File: src/rtl/cnn_pkg.sv
// Shared CNN datapath definitions: word width, vector length, PISO state encoding.
`timescale 1ns/1ps
package cnn_pkg;

   localparam int unsigned DATA_WIDTH = 16;
   localparam int unsigned VEC_LEN    = 4;
   localparam int unsigned CNT_W      = $clog2(VEC_LEN);

   localparam logic ST_IDLE  = 1'b0;
   localparam logic ST_SHIFT = 1'b1;

   typedef enum logic {
      StIdle  = ST_IDLE,
      StShift = ST_SHIFT
   } state_e;

   typedef logic [CNT_W-1:0] cnt_t;

   // Count value at which the final word (in0) is being emitted.
   localparam cnt_t CNT_LAST = cnt_t'(VEC_LEN - 1);

endpackage

File: src/rtl/piso_shift4.sv
// 4-word parallel-in/serial-out shifter, emits in3..in0 with downstream pause.
// Define PISO_BACK2BACK_EN to accept the next vector on the last beat (no idle bubble).
`timescale 1ns/1ps
module piso_shift4
   import cnn_pkg::*;
#(
   parameter int unsigned WIDTH = DATA_WIDTH
) (
   input  logic             clk_i,
   input  logic             rst_ni,
   input  logic             clear_i,
   input  logic             in_valid_i,
   output logic             in_ready_o,
   input  logic [WIDTH-1:0] in0_i,
   input  logic [WIDTH-1:0] in1_i,
   input  logic [WIDTH-1:0] in2_i,
   input  logic [WIDTH-1:0] in3_i,
   output logic [WIDTH-1:0] out_o,
   output logic             out_valid_o,
   output logic             out_last_o,
   input  logic             pause_i
);

   state_e           state_q;
   cnt_t             cnt_q;
   logic [WIDTH-1:0] cap0_q, cap1_q, cap2_q;
   logic [WIDTH-1:0] out_q;
   logic             out_valid_q;
   logic             out_last_q;

   logic             accept;
   logic             advance;
   logic [WIDTH-1:0] next_word;

`ifdef PISO_BACK2BACK_EN
   assign in_ready_o = !clear_i &&
                       ((state_q == StIdle) ||
                        ((state_q == StShift) && out_last_q && !pause_i));
`else
   assign in_ready_o = !clear_i && (state_q == StIdle);
`endif

   assign accept  = in_valid_i && in_ready_o;
   assign advance = (state_q == StShift) && !pause_i;

   // cnt holds the number of words already emitted, so it selects the next one.
   always_comb begin
      next_word = cap0_q;
      unique case (cnt_q)
         cnt_t'(1): next_word = cap2_q;
         cnt_t'(2): next_word = cap1_q;
         default:   next_word = cap0_q;
      endcase
   end

   always_ff @(posedge clk_i or negedge rst_ni) begin
      if (!rst_ni) begin
         state_q     <= StIdle;
         cnt_q       <= '0;
         cap0_q      <= '0;
         cap1_q      <= '0;
         cap2_q      <= '0;
         out_q       <= '0;
         out_valid_q <= 1'b0;
         out_last_q  <= 1'b0;
      end else if (clear_i) begin
         state_q     <= StIdle;
         cnt_q       <= '0;
         out_valid_q <= 1'b0;
         out_last_q  <= 1'b0;
      end else if (accept) begin
         state_q     <= StShift;
         cnt_q       <= cnt_t'(1);
         cap0_q      <= in0_i;
         cap1_q      <= in1_i;
         cap2_q      <= in2_i;
         out_q       <= in3_i;
         out_valid_q <= 1'b1;
         out_last_q  <= 1'b0;
      end else if (advance) begin
         if (out_last_q) begin
            state_q     <= StIdle;
            cnt_q       <= '0;
            out_valid_q <= 1'b0;
            out_last_q  <= 1'b0;
         end else begin
            out_q      <= next_word;
            out_last_q <= (cnt_q == CNT_LAST);
            // Saturate on the last word rather than wrapping.
            cnt_q      <= (cnt_q == CNT_LAST) ? cnt_q : cnt_q + cnt_t'(1);
         end
      end
   end

   assign out_o       = out_q;
   assign out_valid_o = out_valid_q;
   assign out_last_o  = out_last_q;

endmodule

File: config.mk
export PLATFORM = sky130hd
export DESIGN_NAME = piso_shift4
export DESIGN_NICKNAME = d
export VERILOG_FILES = /design/src/rtl/cnn_pkg.sv /design/src/rtl/piso_shift4.sv
export SDC_FILE = /design/constraint.sdc
export NUM_CORES = 1
export LEC_CHECK = 0
export CELL_PAD_IN_SITES_DETAIL_PLACEMENT = 0
export CELL_PAD_IN_SITES_GLOBAL_PLACEMENT = 2
export CORE_MARGIN = 10
export CORE_UTILIZATION = 32
export CTS_CLUSTER_SIZE = 12
export DETAILED_ROUTE_END_ITERATION = 8
export MAX_ROUTING_LAYER = met4
export PLACE_DENSITY_LB_ADDON = 0.2
export SYNTH_ARGS = -nofsm -noshare
export SYNTH_HDL_FRONTEND = slang
export SYNTH_SLANG_ARGS = --single-unit
File: constraint.sdc
create_clock -name clk_i -period 3.4 [get_ports clk_i]
set_input_delay 0.68 -clock clk_i [delete_from_list [all_inputs] [get_ports clk_i]]
set_output_delay 0.68 -clock clk_i [all_outputs]
set_load 0.01 [all_outputs]
==> impl_metrics.yaml, run 1 <==
place:
  pre_cts_ws_ns: 0.780
  port_buffers: 87
  gp_congestion: 0.777
  dp_hpwl_mm: 6.17
cells_and_area:
  layout.nets: 434
  layout_commonest_cell: "clkdlybuf4s50_1"
  layout_common_cells: "clkdlybuf4s50_1, dfrtp_1, inv_1, mux2_2"
  post-route-util_pct: 44.6
  diodes: 0
  area_delta_synth_final_pct: 37.1
  drive_gt1_share_pct: 15.8
clock_network:
  cts.path.max_buffers: 2
  cts_sinks: 68
  post_cts_buffers: 0
  cts_tree: "built"
  clk_latency_ns: 0.34
  htreeDepth: 3
  cts_buffers: 9
  hold_buffers: 0
  cts_resized: 0
  path_clk_slew_ns: 0.08
  cts_root_buffer: "clkbuf_8"
yosys:
  synth_fp_nets: 351
  yosysUniqueCellTypes: 30
  synth_edf_count: 0
  syn_area_um2: 3150
  ys.flop_type: "dfrtp_1"
  ys_ff_latch: 68
  syn_avg_cell_area_um2: 11.3
  syn_inst: 279
  yosysSeqAreaShare_pct: 54.1
  ys_warn_count: 0
  async_flop_share_pct: 100
route:
  routedWlPerCell_um: 17.4
  routed.top_layer: "met4"
  totalWireLength_mm: 8.69
  via_count: 2438
  antenna_violating_nets_post_route: 0
  drt_iter0_markers: 120
  wl_met2_mm: 4.23
  drt-pass1-iter-count: 5
  wl_met3_um: 311
  drc_errors: 0
  routed_via_density: 4.89
  met1Wirelength_mm: 4.03
sta:
  tns_ns: 0
  clock_skew_ns: 0.00959
  timing.final.ws_setup_ns: 0.778
  period_needed_ns: 2.62
  tightest_slew_ns: 0.931
  rsz0062_at_grt: "false"
  hold_ws_ns: 0.467
  report.final.slew_viol_count: 0
  final.period_utilization_pct: 77.1
  setup_viol: 0
  slew_headroom_pct: 37.9
  hold_viol: 0
  fmax_mhz: 381
setup_path:
  path_common_cell: "clkdlybuf4s50_1"
  critPathLaunchType: "primary input"
  endpoint: "in_ready_o"
  cp.required_ns: 2.72
  rr_endpoint: "out_o[9]"
  reg2reg_slack_ns: 1.26
  critPathArrivalTime_ns: 1.94
  end_kind: "primary output"
  r2r_start: "cnt_q[0]"
  cp_cell_sequence: "clkdlybuf4s50_1 > buf_4 > nor2_1 > clkdlybuf4s50_1"
  cpMaxStageDelayCell: "clkdlybuf4s50_1"
  worstSetupPathType: "in2out"
  startpoint: "clear_i"
  slowest_delay_ns: 0.55
  r2r_cells: 6
  worstPathMaxFanout: 14
die:
  die_x_um: 119
  ioPinCount: 88
  die_area_um2: 14200
  die_h_um: 119
  start_util_pct: 32.5
  num_rows: 36
  core_area_um2: 9680
power:
  ir_worst_vdd_mv: 0.193
  power_frac_comb_pct: 26.2
  switching_share_pct: 28.4
  p_leak_nw: 1.85
  internal-power_mw: 1.65
  power_density_nw_per_um2: 535
  clkPwrFrac_pct: 28.5
  power_switching_uw: 656
  pwr-share-seq_pct: 45.3
min_path:
  holdCritPathClass: "in2async"
grt:
  antenna_found_initial: 0
  overflow: 0
  grt_pass1_vias: 2701
  grtUsageTotal_pct: 13.0
  grt_pass1_wl_mm: 14.4
  grt_max_degree: 81
flow_run:
  maxCapViolCount: 0
status:
  status: "completed"
## worst max-delay path: cells and delay by family
| kind | cells | cell delay (ns) |
|---|---|---|
| and+or+nand+nor | 1 | 0.10 |
| buffers and inverters | 3 | 1.16 |
## area by class of cell
cell class / count / area (µm²)
flip-flops and latches: 68 / 1700
well taps: 133 / 166
repair buffers: 95 / 938
clock inverters: 5 / 52.6
clock buffers: 10 / 138
fillers: 935 / 5370
inverters: 35 / 131
multi-input cells: 153 / 1190
## power by group through the flow
stage	combinational [mW]	sequential, mW	clock [mW]
after floorplan	0.299	1.07	0
after global placement	0.613	1.06	0
after detailed placement	0.619	1.06	0
after CTS	0.624	1.05	0.685
after global routing	0.673	1.07	0.714
final	0.605	1.05	0.658
## synthesized netlist by cell type, types with 3 or more instances
master	n	area share, %
dfrtp_1	68	54
inv_1	35	4.2
mux2_2	32	11
a21oi_1	17	2.7
nand2_1	17	2.0
o21ai_0	17	2.7
a211o_1	16	4.5
a221oi_1	16	4.5
a32oi_1	16	4.5
buf_2	10	1.6
clkbuf_1	7	0.83
nor2_1	4	0.48
buf_4	3	0.72
buf_6	3	1.1
ha_1	3	1.2
## metrics by stage
stage                     power (mW)  cell area (µm²)  instances
after global placement          1.67             4130        484
final                           2.31             4320        499
after global routing            2.45             4320        499
after detailed placement        1.68             4130        484
after CTS                       2.36             4320        499
after floorplan                 1.37             3150        279
## per-layer routing
layer / GRT usage, % / vias to the layer above
met4: 4.35 / 0
met3: 2.50 / 10
li1: - / 1167
met5: - / -
met2: 20.5 / 69
met1: 16.3 / 1192
## flip-flops by register name (all words and copies together) (netlist names)
signal,flops
out_valid_o,1
out_last_o,1
cap2_q,16
cap0_q,16
cnt_q,2
out_o,16
cap1_q,16
## worst min path at each step
stage               from        end  slack [ns]  depth (start not counted)
2_1_floorplan     rst_ni  cap0_q[0]        0.38                          0
3_3_place_gp   cap2_q[1]  cap2_q[1]        0.49                          1
3_5_place_dp   cap2_q[1]  cap2_q[1]        0.50                          1
4_1_cts           rst_ni  cap1_q[2]        0.51                          1
5_1_grt        cap2_q[2]  cap2_q[2]        0.53                          1
6_report          rst_ni  cap1_q[2]        0.47                          1
## logic make-up (layout without fill, tap and decap cells)
kind of cell	Yosys count	in the layout	synth area share [%]
adders and majority gates	3	3	1.19
AOI/OAI and AO/OA	88	88	20.2
buffers and inverters	58	145	8.39
and+or+nand+nor	29	29	4.37
DFF	68	68	54.1
muxes	33	33	11.8
(Power assumes the default switching activity.)
==> run 2: changes to the inputs <==
--- a/config.mk
+++ b/config.mk
@@ -8,7 +8,7 @@
 export CELL_PAD_IN_SITES_DETAIL_PLACEMENT = 0
 export CELL_PAD_IN_SITES_GLOBAL_PLACEMENT = 2
 export CORE_MARGIN = 10
-export CORE_UTILIZATION = 32
+export CORE_UTILIZATION = 30
 export CTS_CLUSTER_SIZE = 12
 export DETAILED_ROUTE_END_ITERATION = 8
 export MAX_ROUTING_LAYER = met4
==> constraint.sdc (replaced) <==
create_clock -name clk_i -period 2.5 [get_ports clk_i]
set_input_delay 0.5 -clock clk_i [delete_from_list [all_inputs] [get_ports clk_i]]
set_output_delay 0.5 -clock clk_i [all_outputs]
set_load 0.01 [all_outputs]
==> impl_metrics.yaml, run 2 (synthesis results as in run 1) <==
route:
  antenna_violating_nets_post_route: 0
  totalWireLength_mm: 9.02
  routed_via_density: 4.74
  drt-pass1-iter-count: 4
  drt_iter0_markers: 169
  via_count: 2391
  routedWlPerCell_um: 17.9
  drc_errors: 0
setup_path:
  reg2reg_slack_ns: 0.60
  cp_cell_sequence: "clkdlybuf4s50_1 > nor2_1 > clkdlybuf4s50_1"
  critPathArrivalTime_ns: 1.62
  cp.required_ns: 2.00
  worstPathMaxFanout: 3
  r2r_cells: 5
  worstSetupPathType: "in2out"
  critPathLaunchType: "primary input"
  slowest_delay_ns: 0.56
  endpoint: "in_ready_o"
  r2r_start: "cnt_q[0]"
  path_common_cell: "clkdlybuf4s50_1"
  end_kind: "primary output"
  rr_endpoint: "out_o[7]"
  cpMaxStageDelayCell: "clkdlybuf4s50_1"
  startpoint: "clear_i"
grt:
  busiest_layer: "met2"
  grtUsageMet2_pct: 19.8
  grt_pass1_wl_mm: 14.4
  grt_pass1_vias: 2641
  use_met1_pct: 15.7
  antenna_found_initial: 0
  grtUsageTotal_pct: 12.7
  grtUsageMet3_pct: 4.32
  grt_max_degree: 69
  overflow: 0
die:
  core_area_um2: 10300
  die_area_um2: 15000
  ioPinCount: 88
  die_h_um: 122
  num_rows: 37
  start_util_pct: 30.6
  die_x_um: 122
power:
  power_frac_comb_pct: 25.0
  p_leak_nw: 1.89
  switching_share_pct: 27.2
  total_power_mw: 3.33
  power_switching_uw: 906
  clkPwrFrac_pct: 32.1
  pwr-share-seq_pct: 42.8
  ir_worst_vdd_mv: 0.344
  power_density_nw_per_um2: 756
  internal-power_mw: 2.42
sta:
  clock_skew_ns: 0.00929
  slew_headroom_pct: 44.7
  timing.final.ws_setup_ns: 0.384
  period_needed_ns: 2.12
  tns_ns: 0
  rsz0062_at_grt: "false"
  setup_viol: 0
  report.final.slew_viol_count: 0
  tightest_slew_ns: 0.830
  hold_viol: 0
  final.period_utilization_pct: 84.6
  fmax_mhz: 473
status:
  status: "completed"
cells_and_area:
  instances_no_fill: 504
  drive_gt1_share_pct: 16.3
  layout_commonest_cell: "clkdlybuf4s50_1"
  layout.nets: 435
  area_delta_synth_final_pct: 39.7
  diodes: 0
  layout_common_cells: "clkdlybuf4s50_1, dfrtp_1, inv_1, mux2_2"
place:
  dp_hpwl_mm: 6.25
  port_buffers: 87
  post-place-cells: 488
  pre_cts_ws_ns: 0.189
  gp_congestion: 0.770
clock_network:
  cts_buffers: 9
  path_clk_slew_ns: 0.08
  cts_resized: 0
  cts_tree: "built"
  cts.path.max_buffers: 2
  cts_sinks: 68
  cts_root_buffer: "clkbuf_8"
  hold_buffers: 0
  clk_latency_ns: 0.34
  htreeDepth: 3
  post_cts_buffers: 0
flow_run:
  maxCapViolCount: 0
min_path:
  holdCritPathClass: "in2async"
[run 2: layout make-up]
type                            count  area [µm²]
Clock buffer                       12         165
Clock inverter                      4        70.1
Fill cell                        1035        5880
Inverter                           35         131
Multi-Input combinational cell    153        1190
Sequential cell                    68        1700
Tap cell                          136         170
Timing Repair Buffer               96         971
[run 2: worst max-delay path, delay by kind of cell]
family | cells | cell delay (ns)
buffers and inverters | 2 | 1.01
and+or+nand+nor | 1 | 0.11
[run 2: per-layer routing]
metal / up-vias / wire, µm / part of all wire [%]
met2: 66 / 4280 / 47
met4: 0 / 76 / 0.84
met5: - / 0 / 0
li1: 1171 / - / -
met3: 6 / 471 / 5.2
met1: 1148 / 4190 / 46
[run 2: metrics by stage]
stage	hold slack [ns]	instance area, µm²	utilization [%]
global route	0.182	4400	42.8
finish	0.170	4400	42.8
global placement	0.492	4160	40.5
detailed placement	0.496	4160	40.5
CTS	0.182	4400	42.8
floorplan	0.204	3150	-
[run 2: power groups by stage]
stage                     logic, mW  registers, mW  clock network [mW]
after global placement        0.842           1.45                   0
final                         0.833           1.42                1.07
after global routing          0.918           1.46                1.15
after detailed placement      0.851           1.45                   0
after floorplan               0.406           1.45                   0
after CTS                     0.855           1.43                1.10
[run 2: worst min-delay path by stage]
stage | start | end | depth (start not counted)
final | rst_ni | cap2_q[3] | 2
after global routing | rst_ni | cap2_q[3] | 2
after CTS | rst_ni | cap1_q[3] | 2
after detailed placement | cap2_q[11] | cap2_q[11] | 1
after global placement | cap2_q[11] | cap2_q[11] | 1
after floorplan | rst_ni | cap0_q[0] | 0
